**src/rtl/multiple_ram_rd.sv**
```systemverilog
// multiple_ram_rd: single-word readback from one of 16 DPRAMs; define MULTIPLE_RAM_RD_HOLD_EN to hold Data_out between captures
module multiple_ram_rd #(
  parameter int RD_LATENCY = 2
) (
  input  logic         clk,
  input  logic         reset,
  input  logic [3:0]   RAM_sel,
  input  logic [12:0]  Addr_in,
  input  logic         Read_in,
  input  logic [511:0] ram_rd_data,
  output logic [12:0]  Ram_Addr,
  output logic [15:0]  ram_cs,
  output logic         ram_rd_en,
  output logic [31:0]  Data_out,
  output logic         rd_valid,
  output logic         busy,
  output logic         rd_overrun
);
  typedef enum logic [1:0] {IDLE, ISSUE, WAIT, CAPTURE} state_t;
  state_t state_q, state_d;
  logic [3:0] sel_q, sel_d;
  logic [12:0] addr_q, addr_d;
  logic [2:0] cnt_q, cnt_d;
  logic [31:0] data_q, data_d;
  logic rd_prev_q, ovr_q, ovr_d, rd_edge;
  assign rd_edge = Read_in & ~rd_prev_q;
  // Request tracking; a request landing outside IDLE is dropped and only flagged
  always_comb begin
    state_d = state_q;
    sel_d = sel_q;
    addr_d = addr_q;
    cnt_d = cnt_q;
    data_d = data_q;
    ovr_d = ovr_q | (rd_edge && state_q != IDLE);
    case (state_q)
      IDLE: if (rd_edge) begin
        sel_d = RAM_sel;
        addr_d = Addr_in;
        ovr_d = 1'b0;
        state_d = ISSUE;
      end
      ISSUE: begin
        cnt_d = 3'(RD_LATENCY - 1);
        state_d = WAIT;
      end
      WAIT: if (cnt_q == 3'd0) begin
        data_d = ram_rd_data[{sel_q, 5'd0} +: 32];
        state_d = CAPTURE;
      end else begin
        cnt_d = cnt_q - 3'd1;
      end
      CAPTURE: state_d = IDLE;
    endcase
  end
  // State registers; rd_prev resets high so a level held across reset is not an edge
  always_ff @(posedge clk or negedge reset) begin
    if (!reset) begin
      state_q <= IDLE;
      sel_q <= '0;
      addr_q <= '0;
      cnt_q <= '0;
      data_q <= '0;
      ovr_q <= 1'b0;
      rd_prev_q <= 1'b1;
    end else begin
      state_q <= state_d;
      sel_q <= sel_d;
      addr_q <= addr_d;
      cnt_q <= cnt_d;
      data_q <= data_d;
      ovr_q <= ovr_d;
      rd_prev_q <= Read_in;
    end
  end
  assign ram_rd_en = state_q == ISSUE;
  assign ram_cs = ram_rd_en ? 16'd1 << sel_q : 16'd0;
  assign rd_valid = state_q == CAPTURE;
  assign busy = state_q != IDLE;
  assign Ram_Addr = addr_q;
  assign rd_overrun = ovr_q;
`ifdef MULTIPLE_RAM_RD_HOLD_EN
  assign Data_out = data_q;
`else
  assign Data_out = rd_valid ? data_q : 32'd0;
`endif
endmodule

```
**config.mk**
```make
export PLATFORM = sky130hd
export DESIGN_NAME = multiple_ram_rd
export DESIGN_NICKNAME = d
export VERILOG_FILES = /design/src/rtl/multiple_ram_rd.sv
export SDC_FILE = /design/constraint.sdc
export NUM_CORES = 1
export LEC_CHECK = 0
export CAP_MARGIN = 20
export CELL_PAD_IN_SITES_DETAIL_PLACEMENT = 1
export CELL_PAD_IN_SITES_GLOBAL_PLACEMENT = 1
export CORE_AREA = 4 4 233 235
export DETAILED_ROUTE_END_ITERATION = 10
export DIE_AREA = 0 0 237 239
export PLACE_DENSITY = 0.64
export RECOVER_POWER = 50
export SYNTH_ARGS = -nofsm -noshare
export SYNTH_HDL_FRONTEND = slang
export SYNTH_SLANG_ARGS = --single-unit
```
**constraint.sdc**
```tcl
create_clock -name clk -period 1.9 [get_ports clk]
set_clock_uncertainty 0.1 [all_clocks]
set_input_delay 0.38 -clock clk [delete_from_list [all_inputs] [get_ports clk]]
set_output_delay 0.38 -clock clk [all_outputs]
set_load 0.02 [all_outputs]
```
; Word level (Yosys, flattened, before mapping)
; Index checks and enable logic that the tools add are counted.
[op_classes]
mux = 9
shift = 2
n_eq_ne = 6
n_reduce_logical = 9
addsub = 1
bitwise_logic = 3
[ops]
columns = cell, n
row1 = $shiftx 512x10->32, 1
row2 = $mux 32, 1
row3 = $mux 16, 1
row4 = $shl 1x4->16 const A, 1
row5 = $pmux 2 s4, 1
row6 = $reduce_and 2->1, 4
row7 = $ne 2x2->1 const B, 3
row8 = $pmux 3 s2, 1
row9 = $eq 2x2->1 const B, 2
row10 = $mux 2, 2
row11 = $reduce_bool 2->1, 2
row12 = $logic_not 3->1, 1
row13 = $mux 3, 1
row14 = $sub 3x1->3 const B, 1
row15 = $eq 2x1->1 const B, 1
row16 = $logic_not 2->1, 1
row17 = $mux 1, 2
row18 = $and 1x1->1, 1
row19 = $logic_and 1x1->1, 1
row20 = $not 1->1, 1
row21 = $or 1x1->1, 1
[totals]
inputBits = 532
wordCells = 37
reg_bits = 56
out_inout_bits = 65

; Depth between registers and ports, before layout
[depth]
depth_word = 6
depth_mapped = 8
mapped_depth_nobuf = 7

; Worst setup path before layout
; No wires, ideal clock.
[synth_timing]
path_kind = reg-to-output
start = register state_q[1]
end = output port ram_cs[0]
t_required_ns = 1.420
t_arrival_ns = 1.802
path_buffers = 0
slack_ns = -0.382
path_stages_with_launch = 5
cell_sequence = dfrtp_1 -> inv_1 -> ha_1 -> or3b_2 -> nor3_1
[synth_between]
elab_chain_cells = 2
[synth_lines]
columns = item, line_no
row1 = from (decl), 20  ; state_t state_q, state_d;
row2 = from (signal assigned), 66  ; state_q <= state_d;
row3 = $eq 2x1->1, 75  ; assign ram_rd_en = state_q == ISSUE;
row4 = named net ram_rd_en, 13  ; output logic ram_rd_en,
row5 = $mux 16, 76  ; assign ram_cs = ram_rd_en ? 16'd1 << sel_q : 16'd0;
row6 = to (decl), 12  ; output logic [15:0] ram_cs,
; The timed path passes the listed nets, and every way through them passes these cells.

; Worst setup path in the final report
[layout_timing]
start = register state_q[0]
end = output port Data_out[6]
[layout_between]
elab_chain_cells = 2
[layout_lines]
columns = item, line_no
row1 = $eq 2x2->1, 77  ; assign rd_valid = state_q == CAPTURE;
row2 = $mux 32, 84  ; assign Data_out = rd_valid ? data_q : 32'd0;
row3 = to (decl), 14  ; output logic [31:0] Data_out,
; No other way between the ends.

==> flow_summary.json <==
{
  "outcome": "complete, but fails checks",
  "violations": "negative setup slack",
  "leakage_nw": 6.43,
  "via_count": 9058,
  "io_buffer_count": 596,
  "ir_drop_v": 0.000457,
  "timing.rr.end": "data_q[2]$_DFFE_PN0P_",
  "antenna_found_initial": 9,
  "setup_slack_ns": -0.270,
  "critical_path.endpoint": "Data_out[6]",
  "path_clk_slew_ns": 0.09,
  "cts-root-buf": "clkbuf_16",
  "finalWirelength_um": 54300,
  "fmax_mhz": 461,
  "p_switching_w": 0.00955,
  "cp_data_arrival_time_ns": 1.69,
  "io_pins": 597,
  "ant_nets": 0,
  "switching_share_pct": 43.5,
  "period_minus_slack_ns": 2.17,
  "instances_no_fill": 2121,
  "area_delta_synth_final_pct": 147,
  "power_w": 0.0220,
  "setup_viol": 82,
  "syn_area_mm2": 0.00668,
  "overflow": 0,
  "yosys.area.top_type_share_pct": 22.0,
  "timing.final.crit_share_pct": 114,
  "row_count": 84,
  "grt_pass1_wl_um": 73900,
  "drt-vias-per-instance": 4.27,
  "cts_tree": "done",
  "synth_warnings": 0,
  "syn-num-nets": 1239,
  "placed_cells": 2038,
  "clkLatencyLatePin_ns": 0.33,
  "rsz0062_at_grt": "yes",
  "synthArstFlopShare_pct": 100,
  "cap_violations": 0,
  "initial_core_util_pct": 12.8,
  "drtPass1Iterations": 4,
  "hold_path_class": "reg2reg",
  "drc": 0,
  "cp.required_ns": 1.42,
  "clkPwrFrac_pct": 5.0,
  "ys_seq_area_share_pct": 21.0,
  "routabilityCongestion": 0.951,
  "r2r_slack_ns": -0.15,
  "yosys.area.top_type": "mux2i_1",
  "finalHoldViolCount": 0,
  "grt_pass1_vias": 10300,
  "power.density_mw_per_mm2": 1330,
  "worstHoldStart": "cnt_q[0]$_DFFE_PN0P_",
  "clock_path_buffers": 2,
  "crit_path_end_kind": "output pin",
  "cts.sinks": 56,
  "slew_headroom_pct": 41.8,
  "tns_ns": -11.17,
  "core_area_mm2": 0.0522,
  "synth_top_flop_cell": "dfrtp_1",
  "fp.dieW_um": 237,
  "drv_slew": 0,
  "yosys.cell_types.count": 42,
  "p_int_w": 0.0124,
  "crit_type": "reg2out",
  "nNetsFinal": 1968,
  "synth_area_leaders": "mux2i_1, dfrtp_1, mux4_2, a22oi_1, nand2_1",
  "worst_pin_slew_ns": 0.873,
  "syn_inst": 700,
  "die_h_um": 239,
  "hold_depth": 1,
  "grt_use_total_pct": 18.0,
  "synth_edf_count": 0,
  "avgSynthCellArea_um2": 9.55,
  "cp-startpoint": "state_q[0]$_DFFE_PN0P_",
  "grt_max_degree": 29,
  "reg2reg_depth": 8,
  "drtIter0Drc": 227,
  "crit_fanout": 10,
  "hpwl_um": 43000,
  "routedWlPerCell_um": 25.6,
  "start_kind": "flip-flop",
  "ys_seq_elements": 56,
  "cts_buffers": 5,
  "ctsHtreeMaxLevel": 2,
  "r2r_start": "sel_q[0]$_DFFE_PN0P_",
  "layout-drive-gt1-share_pct": 32.7,
  "dieArea_mm2": 0.0566,
  "comb_power_share_pct": 84.6,
  "p_seq_share_pct": 10.4
}
==> power by group through the flow <==
| stage | sequential [W] | combinational [W] | clock [W] |
|---|---|---|---|
| after floorplan | 0.00224 | 0.00715 | 0 |
| after global placement | 0.00232 | 0.0135 | 0 |
| after detailed placement | 0.00230 | 0.0137 | 0 |
| after CTS | 0.00229 | 0.0180 | 0.00118 |
| after global routing | 0.00237 | 0.0197 | 0.00121 |
| final | 0.00229 | 0.0186 | 0.00109 |
==> stage by stage <==
stage	setup slack (ns)	hold WS [ns]	instance area (um^2)	utilization, %
floorplan	-0.0425	-0.0156	6720	-
finish	-0.270	0.403	16500	31.6
global route	-0.397	0.440	16500	31.6
detailed placement	-0.399	0.275	14300	27.4
CTS	-0.302	0.358	16000	30.7
global placement	-0.400	0.260	14300	27.4
==> kinds of logic after synthesis <==
family	share of synthesized area, %
AOI/OAI and AO/OA	15.1
adders and majority gates	1.31
buffers and inverters	6.74
DFF	21.0
muxes	42.2
and+or+nand+nor	13.6
==> per-layer routing <==
layer  share of wire, %  track usage (%)  up-vias
li1                   -                -     4140
met1                 37             19.9     4399
met2                 53             33.9      452
met3                5.9             3.70       65
met4                4.0             7.02        2
met5              0.024                0        -
==> state kept, by name (all words and copies together) (netlist names), named ones only <==
register	flops
Ram_Addr	13
cnt_q	3
data_q	32
rd_prev_q	1
sel_q	4
state_q	2
==> critical path, cell delays in order, from the launching register on <==
cell and delay [ns]:
dfrtp_1 0.40, buf_4 0.16, ha_4 0.22, buf_12 0.16
buf_4 0.13, and2_1 0.14, buf_6 0.13
==> cell usage after synthesis (8+ instances only) <==
cell,n
a21oi_1,22
a22oi_1,47
a2bb2oi_1,9
a31oi_1,14
and2_1,34
buf_2,18
buf_4,17
buf_6,9
clkbuf_1,23
dfrtp_1,55
mux2_2,26
mux2i_1,147
mux4_2,47
nand2_1,83
nand4_1,20
nor2_1,31
o211ai_1,17
o21a_1,8
o21ai_0,20
o22ai_1,8
==> how the worst min path moves through the flow <==
stage                              endpoint  slack [ns]
detailed placement  Ram_Addr[1]$_DFFE_PN0P_        0.28
CTS                     rd_prev_q$_DFF_PN1_        0.36
finish                 cnt_q[0]$_DFFE_PN0P_        0.40
global placement    Ram_Addr[1]$_DFFE_PN0P_        0.26
global route        Ram_Addr[8]$_DFFE_PN0P_        0.44
floorplan           Ram_Addr[0]$_DFFE_PN0P_       -0.02
==> placed cells by master (no fill, tap or decap), types with 3 or more instances in the layout <==
cell             instances
clkdlybuf4s50_1        542
mux2i_1                122
buf_4                  115
nand2_1                 76
buf_6                   62
dfrtp_1                 52
mux4_2                  47
a22oi_2                 41
and2_1                  29
buf_12                  28
mux2_2                  22
nor2_1                  21
nand4_1                 20
o211ai_1                17
buf_16                  17
o21ai_0                 15
mux2i_4                 13
buf_8                   13
mux2i_2                 12
a31oi_1                 12
a21oi_2                 12
nor2_4                  10
a21oi_1                 10
clkbuf_16                9
a2bb2oi_1                7
o22ai_2                  7
and2_4                   6
nand2_2                  6
a22oi_1                  6
o21a_1                   5
o21ai_1                  5
inv_1                    4
mux2_4                   4
clkbuf_2                 4
diode_2                  3
nand2b_1                 3
o21a_4                   3
ha_1                     3
ha_4                     3
==> cell type report <==
cell class / instances / area (um^2)
antenna: 3 / 7.51
timing repair buffer: 791 / 8400
multi-input combinational: 569 / 5680
clock inverter: 3 / 25.0
fill: 5862 / 35700
sequential: 56 / 1410
tap: 688 / 861
clock buffer: 5 / 125
inverter: 6 / 22.5
==> timing repair <==
action / 4_1_cts / 5_1_grt
pin swaps: 95 / 64
setup buffers: 44 / 11
gates resized for setup: 423 / 100
cloned: 19 / 4
hold buffers: 1 / 0
endpoints found under the hold margin: 24 / 0
setup endpoints to repair: 100 / 103
(Power assumes the default switching activity.)
